**config.mk**
```make
export PLATFORM = sky130hd
export DESIGN_NAME = matrix_io_controller
export DESIGN_NICKNAME = d
export VERILOG_FILES = /design/src/rtl/matrix_io_controller.sv
export SDC_FILE = /design/constraint.sdc
export NUM_CORES = 2
export LEC_CHECK = 0
export ABC_AREA = 0
export CORE_AREA = 2 2 400 204
export CTS_CLUSTER_SIZE = 14
export DETAILED_ROUTE_END_ITERATION = 6
export DIE_AREA = 0 0 402 206
export PLACE_DENSITY = 0.58
export SETUP_SLACK_MARGIN = 0.2
export SYNTH_ARGS = -nofsm -noshare
export SYNTH_HDL_FRONTEND = slang
export SYNTH_SLANG_ARGS = --single-unit
```
**constraint.sdc**
```tcl
create_clock -name clk -period 23.8 [get_ports clk]
set_clock_uncertainty 0.15 [all_clocks]
set_input_delay 4.76 -clock clk [delete_from_list [all_inputs] [get_ports clk]]
set_output_delay 4.76 -clock clk [all_outputs]
set_load 0.05 [all_outputs]
```
**src/rtl/matrix_io_controller.sv**
```systemverilog
// matrix_io_controller: command/operand sequencer feeding the matrix ALU and streaming its result
module matrix_io_controller #(
  parameter int ELEM_W = 8,
  parameter int MAX_N  = 5
) (
  input  logic                            clk,
  input  logic                            rst,
  input  logic                            cmd_valid,
  output logic                            cmd_ready,
  input  logic [2:0]                      cmd_opcode,
  input  logic [2:0]                      cmd_n,
  input  logic [ELEM_W-1:0]               cmd_f,
  input  logic                            in_valid,
  output logic                            in_ready,
  input  logic [ELEM_W-1:0]               in_data,
  output logic [MAX_N*MAX_N*ELEM_W-1:0]   A_flat,
  output logic [MAX_N*MAX_N*ELEM_W-1:0]   B_flat,
  output logic [ELEM_W-1:0]               f,
  output logic [2:0]                      opcode,
  input  logic [MAX_N*MAX_N*ELEM_W-1:0]   C_flat,
  input  logic                            alu_ovf,
  input  logic                            alu_done,
  output logic                            out_valid,
  input  logic                            out_ready,
  output logic [ELEM_W-1:0]               out_data,
  output logic                            out_last,
  output logic                            out_ovf,
  output logic                            err
);
  localparam int FW = MAX_N * MAX_N * ELEM_W;
  typedef enum logic [2:0] {IDLE, LOAD_A, LOAD_B, EXEC, SEND} state_t;
  state_t            state_q, state_d;
  logic [2:0]        op_q, op_d, n_q, n_d, row_q, row_d, col_q, col_d, row_nx, col_nx;
  logic [ELEM_W-1:0] f_q, f_d, od_q, od_d;
  logic [FW-1:0]     a_q, a_d, b_q, b_d, res_q, res_d;
  logic              ovf_q, ovf_d, ol_q, ol_d, err_q, err_d;
  logic [3:0]        tmr_q, tmr_d;
  logic [7:0]        sel, sel_nx;
  logic              cmd_ok, col_wrap, last_el, last_nx, two_op;
  assign cmd_ok    = cmd_n != 3'd0 && cmd_n <= 3'(MAX_N) && cmd_opcode != 3'd0;
  assign col_wrap  = col_q == n_q - 3'd1;
  assign row_nx    = col_wrap ? row_q + 3'd1 : row_q;
  assign col_nx    = col_wrap ? 3'd0 : col_q + 3'd1;
  assign last_el   = col_wrap && row_q == n_q - 3'd1;
  assign last_nx   = col_nx == n_q - 3'd1 && row_nx == n_q - 3'd1;
  assign sel       = 8'((int'(row_q) * MAX_N + int'(col_q)) * ELEM_W);
  assign sel_nx    = 8'((int'(row_nx) * MAX_N + int'(col_nx)) * ELEM_W);
  assign two_op    = op_q == 3'd1 || op_q == 3'd2 || op_q == 3'd3;
  assign cmd_ready = state_q == IDLE;
  assign in_ready  = state_q == LOAD_A || state_q == LOAD_B;
  assign out_valid = state_q == SEND;
  assign opcode    = state_q == EXEC ? op_q : 3'd0;
  assign out_ovf   = state_q == SEND && ovf_q;
  assign A_flat    = a_q;
  assign B_flat    = b_q;
  assign f         = f_q;
  assign out_data  = od_q;
  assign out_last  = ol_q;
  assign err       = err_q;
  // Next-state: command intake, row-major operand fill, ALU wait with timeout, result streaming
  always_comb begin
    state_d = state_q;
    op_d    = op_q;
    n_d     = n_q;
    f_d     = f_q;
    a_d     = a_q;
    b_d     = b_q;
    res_d   = res_q;
    ovf_d   = ovf_q;
    row_d   = row_q;
    col_d   = col_q;
    tmr_d   = tmr_q;
    od_d    = od_q;
    ol_d    = ol_q;
    err_d   = 1'b0;
    unique case (state_q)
      IDLE: if (cmd_valid) begin
        if (cmd_ok) begin
          op_d    = cmd_opcode;
          n_d     = cmd_n;
          f_d     = cmd_f;
          a_d     = '0;
          b_d     = '0;
          res_d   = '0;
          ovf_d   = 1'b0;
          od_d    = '0;
          ol_d    = 1'b0;
          row_d   = 3'd0;
          col_d   = 3'd0;
          state_d = LOAD_A;
        end else begin
          err_d = 1'b1;
        end
      end
      LOAD_A, LOAD_B: if (in_valid) begin
        if (state_q == LOAD_A) a_d[sel +: ELEM_W] = in_data;
        else b_d[sel +: ELEM_W] = in_data;
        row_d = last_el ? 3'd0 : row_nx;
        col_d = last_el ? 3'd0 : col_nx;
        tmr_d = 4'd0;
        if (last_el) state_d = (state_q == LOAD_A && two_op) ? LOAD_B : EXEC;
      end
      EXEC: begin
        tmr_d = tmr_q + 4'd1;
        if (alu_done) begin
          res_d   = C_flat;
          ovf_d   = alu_ovf;
          od_d    = C_flat[ELEM_W-1:0];
          ol_d    = op_q == 3'd7 || n_q == 3'd1;
          row_d   = 3'd0;
          col_d   = 3'd0;
          state_d = SEND;
        end else if (tmr_q == 4'd15) begin
          err_d   = 1'b1;
          state_d = IDLE;
        end
      end
      SEND: if (out_ready) begin
        if (ol_q) begin
          od_d    = '0;
          ol_d    = 1'b0;
          state_d = IDLE;
        end else begin
          row_d = row_nx;
          col_d = col_nx;
          od_d  = res_q[sel_nx +: ELEM_W];
          ol_d  = last_nx;
        end
      end
      default: state_d = IDLE;
    endcase
  end
  // State and datapath registers
  always_ff @(posedge clk or posedge rst) begin
    if (rst) begin
      state_q <= IDLE;
      op_q    <= '0;
      n_q     <= '0;
      f_q     <= '0;
      a_q     <= '0;
      b_q     <= '0;
      res_q   <= '0;
      ovf_q   <= 1'b0;
      row_q   <= '0;
      col_q   <= '0;
      tmr_q   <= '0;
      od_q    <= '0;
      ol_q    <= 1'b0;
      err_q   <= 1'b0;
    end else begin
      state_q <= state_d;
      op_q    <= op_d;
      n_q     <= n_d;
      f_q     <= f_d;
      a_q     <= a_d;
      b_q     <= b_d;
      res_q   <= res_d;
      ovf_q   <= ovf_d;
      row_q   <= row_d;
      col_q   <= col_d;
      tmr_q   <= tmr_d;
      od_q    <= od_d;
      ol_q    <= ol_d;
      err_q   <= err_d;
    end
  end
endmodule

```
* After elaboration in Yosys (flattened, before gate mapping) *
Index checks and enable logic that the tools add are counted.

cells by class
  multiplexer cells = 59
  reductions and logical operators = 27
  order comparisons = 1
  add/subtract/negate cells = 7
  $mul = 2
  shift-type cells = 3
  eq/ne operators = 25

operators with widths
  operator                                                                  number
  200-bit 2-to-1 mux                                                        7
  200-bit one-hot mux with 2 select lines                                   3
  200-bit bitwise mux                                                       2
  8-bit by 10-bit variable shift with 200-bit output, first input constant  1
  200-bit by 9-bit indexed part select with 8-bit output                    1
  8-bit by 10-bit indexed part select with 200-bit output                   1
  3-bit 2-to-1 mux                                                          22
  8-bit 2-to-1 mux                                                          5
  3-bit one-hot mux with 4 select lines                                     3
  8-bit one-hot mux with 3 select lines                                     1
  5-bit AND reduction                                                       3
  2-bit inequality test, second input constant                              7
  7-bit AND reduction                                                       2
  3-bit by 2-bit == test with 1-bit output, second input constant           4
  3-bit == test                                                             4
  1-bit 2-to-1 mux                                                          11
  5-bit by 3-bit adder with 5-bit output                                    2
  3-bit by 3-bit multiplier with 5-bit output, second input constant        2
  8-bit negator with 10-bit output                                          1
  3-bit by 1-bit == test with 1-bit output, second input constant           3
  3-bit nonzero test                                                        3
  4-bit one-hot mux with 2 select lines                                     1
  3-bit by 1-bit adder with 3-bit output, second input constant             2
  3-bit == test, second input constant                                      2
  other kinds (18)                                                          31

word-level totals
  bits of input ports = 229
  output and inout port bits = 425
  register bits = 638
  word-level logic and storage cells = 138

* Logic depth before layout (Yosys ltp) *
  word-level depth = 9
  gate-level depth with buffers = 18
  depth with buffers taken out = 16

* Least setup slack after synthesis *
Ideal clock, no wire load.

  path kind = input -> register
  start = input port cmd_valid
  end = register b_q[112] (netlist: B_flat[112])
  path slack = 16839 ps
  buffers on the path = 2
  setup time = 138 ps
  arrival time = 6673 ps
  cell stages on the path = 7
  path through = or4b_1 > or4_1 > buf_2 > o21a_4 > or4b_1 > buf_6 > mux2i_1

on the way
  cells in the longest elaborated chain, start to end = 2

ends and longest elaborated chain
  element                          line  text
  from (decl)                      8     input logic cmd_valid,
  2-bit inequality test (no line)  -
  5-bit AND reduction (no line)    -
  to (signal assigned)             141   b_q <= '0;
  to (signal assigned)             156   b_q <= b_d;
  to (decl)                        35    logic [FW-1:0] a_q, a_d, b_q, b_d, res_q, res_d;

No other way between the ends.
A chain may end at the register's enable or synchronous reset.

* Final worst setup path *
  start = input port cmd_n[0]
  end = register res_q[32]

on the way
  cells in the longest elaborated chain, start to end = 5

ends and longest elaborated chain
  element                                                                      line  text
  from (decl)                                                                  11    input logic [2:0] cmd_n,
  3-bit less-or-equal comparator / 3-bit nonzero test (equally long branches)  40    assign cmd_ok = cmd_n != 3'd0 && cmd_n <= 3'(MAX_N) && cmd_opcode != 3'd0;
  1-bit logical AND * (2 in series)                                            40
  2-bit by 1-bit inequality test with 1-bit output (no line) *                 -
  4-bit AND reduction (no line) *                                              -
  to (signal assigned)                                                         157   res_q <= res_d;
  to (decl)                                                                    35

Mark *: on every way between the ends. The rest lies on a longest branch, timed or not.

==> flow_metrics.py <==
metrics = {
    "hold_path": {
        "hp-class": "register to register",
    },
    "sta": {
        "finalHoldWorstSlack_ns": 0.324,
        "rsz0062_at_grt": "no",
        "final.min_clock_period_ns": 8.37,
        "maxSlewViolCount": 0,
        "setup_viol": 0,
        "worst_slack_ns": 15.43,
        "max_freq_ghz": 0.119,
        "hold_violations": 0,
        "period_share": 0.352,
        "fin_tns_setup_ns": 0,
        "relSlewSlack": 0.0988,
        "worst_slew_pin_slew_ns": 1.31,
    },
    "clocking": {
        "cts_setup_buffers": 0,
        "cts.sinks": 638,
        "worstSkewPairLatency_ns": 0.67,
        "numCtsBuffers": 59,
        "clockBufferDepth": 3,
        "root_buffer": "clkbuf_16",
        "tritoncts": "built",
        "h-tree-depth": 2,
        "cts_resized": 0,
        "clk_pin_slew_ns": 0.07,
        "cts_hold_buf": 0,
    },
    "routing": {
        "wl_mm": 107,
        "routedWlPerCell_um": 25.5,
        "vias": 22732,
        "final_antenna_net_count": 0,
        "drc": 0,
        "firstDrtPassIters": 5,
        "vias_per_cell": 5.43,
        "drt_iter0_drc": 2054,
    },
    "setup_path": {
        "r2r_end": "out_data[5]$_DFFE_PP0P_",
        "cp.arrival_ns": 8.71,
        "critical_path.slowest_cell": "buf_4",
        "worst-setup-path-type": "input pin to register",
        "crit_path_end": "res_q[32]$_DFFE_PP0P_",
        "crit_fanout": 115,
        "start_kind": "input pin",
        "end_kind": "register",
        "rrSetupSlack_ns": 18.00,
        "regToRegStartpoint": "n_q[0]$_DFFE_PP0P_",
        "worst_ep_required_time_ns": 24.14,
        "cp_common_cell": "buf_4",
        "path_cells": "clkdlybuf4s50_1 > nor3_1 > or4_4 > and2_4 > buf_4 > buf_4 > o21ai_0",
        "cp_slowest_stage_delay_ns": 0.82,
        "cp-startpoint": "cmd_n[0]",
        "reg2reg_depth": 14,
    },
    "yosys": {
        "ys_seq_area_frac": 0.580,
        "synth_top_area_frac": 0.580,
        "synthesis.nets": 2775,
        "synth_warnings": 0,
        "async_flop_share": 1.00,
        "synth_area_leaders": "dfrtp_1 58%, nand2_1 8.0%, mux2i_1 5.9%",
        "synth_top_cells_by_count": "638 x dfrtp_1, 588 x nand2_1, 283 x o21ai_0",
        "synth_top_area_cell": "dfrtp_1",
        "synth-seq-cells": 638,
        "yosysUniqueCellTypes": 59,
        "synthCells": 2522,
        "netlist_area_um2": 27500,
        "avgSynthCellArea_um2": 10.9,
        "synthFlopType": "dfrtp_1",
        "synth_edf_count": 0,
        "yosysMostFrequentCell": "dfrtp_1",
    },
    "global_routing": {
        "gr-usage-all-layers": 0.253,
        "overflow": 0,
        "grt_pass1_wl_mm": 156,
        "grt_max_degree": 171,
        "antenna_found_initial": 11,
        "grt_pass1_vias": 22563,
    },
    "pwr": {
        "comb_power_share": 0.486,
        "p_per_area_nw_per_um2": 130,
        "intPower_w": 0.00261,
        "clockPowerShare": 0.206,
        "vdd_ir_drop_max_mv": 0.161,
        "p_leak_nw": 16.3,
        "swShare": 0.456,
        "p_sw_w": 0.00219,
        "p_seq_frac": 0.309,
    },
    "cells_and_area": {
        "fill_cells": 7352,
        "multi_input_area_um2": 10700,
        "post_layout_nonfiller_instances": 4185,
        "seqCellArea_um2": 16000,
        "area_growth_pct": 33.9,
        "stdcell_area_um2": 36900,
        "finalNetCount": 3326,
        "drive_above_1_share": 0.0729,
    },
    "floorplan": {
        "ios": 654,
        "initial_utilization": 0.344,
        "die_w_um": 402,
        "die_h_um": 206,
        "coreArea_um2": 80000,
        "rows": 74,
        "die-area_um2": 82800,
    },
    "placed_design": {
        "dp_cells": 4076,
        "pre_cts_slack_ns": 14.78,
        "hpwl_mm": 79.1,
        "io_buffers": 653,
        "placed_area_um2": 34900,
        "place.gp.congestion": 0.917,
    },
    "run": {
        "drv_cap": 0,
    },
    "outcome": {
        "status": "completed",
    },
}
## layout make-up
type	count	area share
Timing Repair Buffer	687	0.185
Tap cell	1064	0.0361
Antenna cell	6	0.000407
Clock inverter	22	0.00747
Multi-Input combinational cell	1672	0.291
Inverter	15	0.00173
Clock buffer	81	0.0458
Sequential cell	638	0.433
## logic make-up after synthesis
kind of cell / Yosys count / synth area share
AND/OR/NAND/NOR: 814 / 0.124
multiplexers: 219 / 0.0986
buffers and inverters: 212 / 0.0317
XOR/XNOR: 21 / 0.00723
flip-flops: 638 / 0.580
adder cells (fa/ha/maj): 24 / 0.0115
AO/OA/AOI/OAI: 594 / 0.147
## cell usage in the layout, fill, tap and decap left out, drive strengths merged, types with 25 or more instances in the layout
cell           synthesis  layout
clkdlybuf4s50          0     653
mux2i                163     163
nand3                 73      73
o2bb2ai               96      96
mux4                  40      40
a31o                  25      25
nor2                  55      55
clkbuf               145      81
nand2                588     588
a22oi                 25      25
a22o                  48      48
buf                   52      34
dfrtp                638     638
o21ai                301     301
a32o                  48      48
## critical path: cells and delay by family
family                 cells  cell delay, ns
AOI/OAI and AO/OA          1            0.23
buffers and inverters      3            2.03
and+or+nand+nor            3            1.54
## metal layers
metal / GRT usage / part of all wire
met1: 0.377 / 0.47
met2: 0.372 / 0.44
met3: 0.0473 / 0.064
met4: 0.0804 / 0.032
met5: 0 / 0.00031
## flip-flops by register name, indices dropped and copies added (netlist names), 3 cells and up
| signal | count |
|---|---|
| A_flat | 200 |
| B_flat | 200 |
| col_q | 3 |
| f | 8 |
| n_q | 3 |
| op_q | 3 |
| out_data | 8 |
| res_q | 200 |
| row_q | 3 |
| state_q | 3 |
| tmr_q | 4 |
## power by group through the flow
| stage | Clock, W | Sequential [W] | Combinational [W] |
|---|---|---|---|
| floorplan | 0 | 0.00167 | 0.00125 |
| global placement | 0 | 0.00148 | 0.00226 |
| detailed placement | 0 | 0.00150 | 0.00230 |
| CTS | 0.00101 | 0.00148 | 0.00230 |
| global route | 0.00105 | 0.00150 | 0.00247 |
| finish | 0.000987 | 0.00148 | 0.00233 |
## worst min path at each step
stage / start / endpoint / slack, ns / cells after the start
after global routing: B_flat[26]$_DFFE_PP0P_ / B_flat[26]$_DFFE_PP0P_ / 0.35 / 1
final: res_q[44]$_DFFE_PP0P_ / res_q[44]$_DFFE_PP0P_ / 0.32 / 2
after global placement: res_q[51]$_DFFE_PP0P_ / res_q[51]$_DFFE_PP0P_ / 0.31 / 2
after floorplan: ovf_q$_DFFE_PP0P_ / ovf_q$_DFFE_PP0P_ / 0.29 / 2
after detailed placement: res_q[44]$_DFFE_PP0P_ / res_q[44]$_DFFE_PP0P_ / 0.32 / 2
after CTS: res_q[44]$_DFFE_PP0P_ / res_q[44]$_DFFE_PP0P_ / 0.33 / 2
## per-stage QoR
stage / total power [W] / utilization
finish: 0.00480 / 0.461
floorplan: 0.00293 / -
global placement: 0.00374 / 0.436
CTS: 0.00479 / 0.461
global route: 0.00503 / 0.461
detailed placement: 0.00379 / 0.436
(Power assumes the default switching activity.)
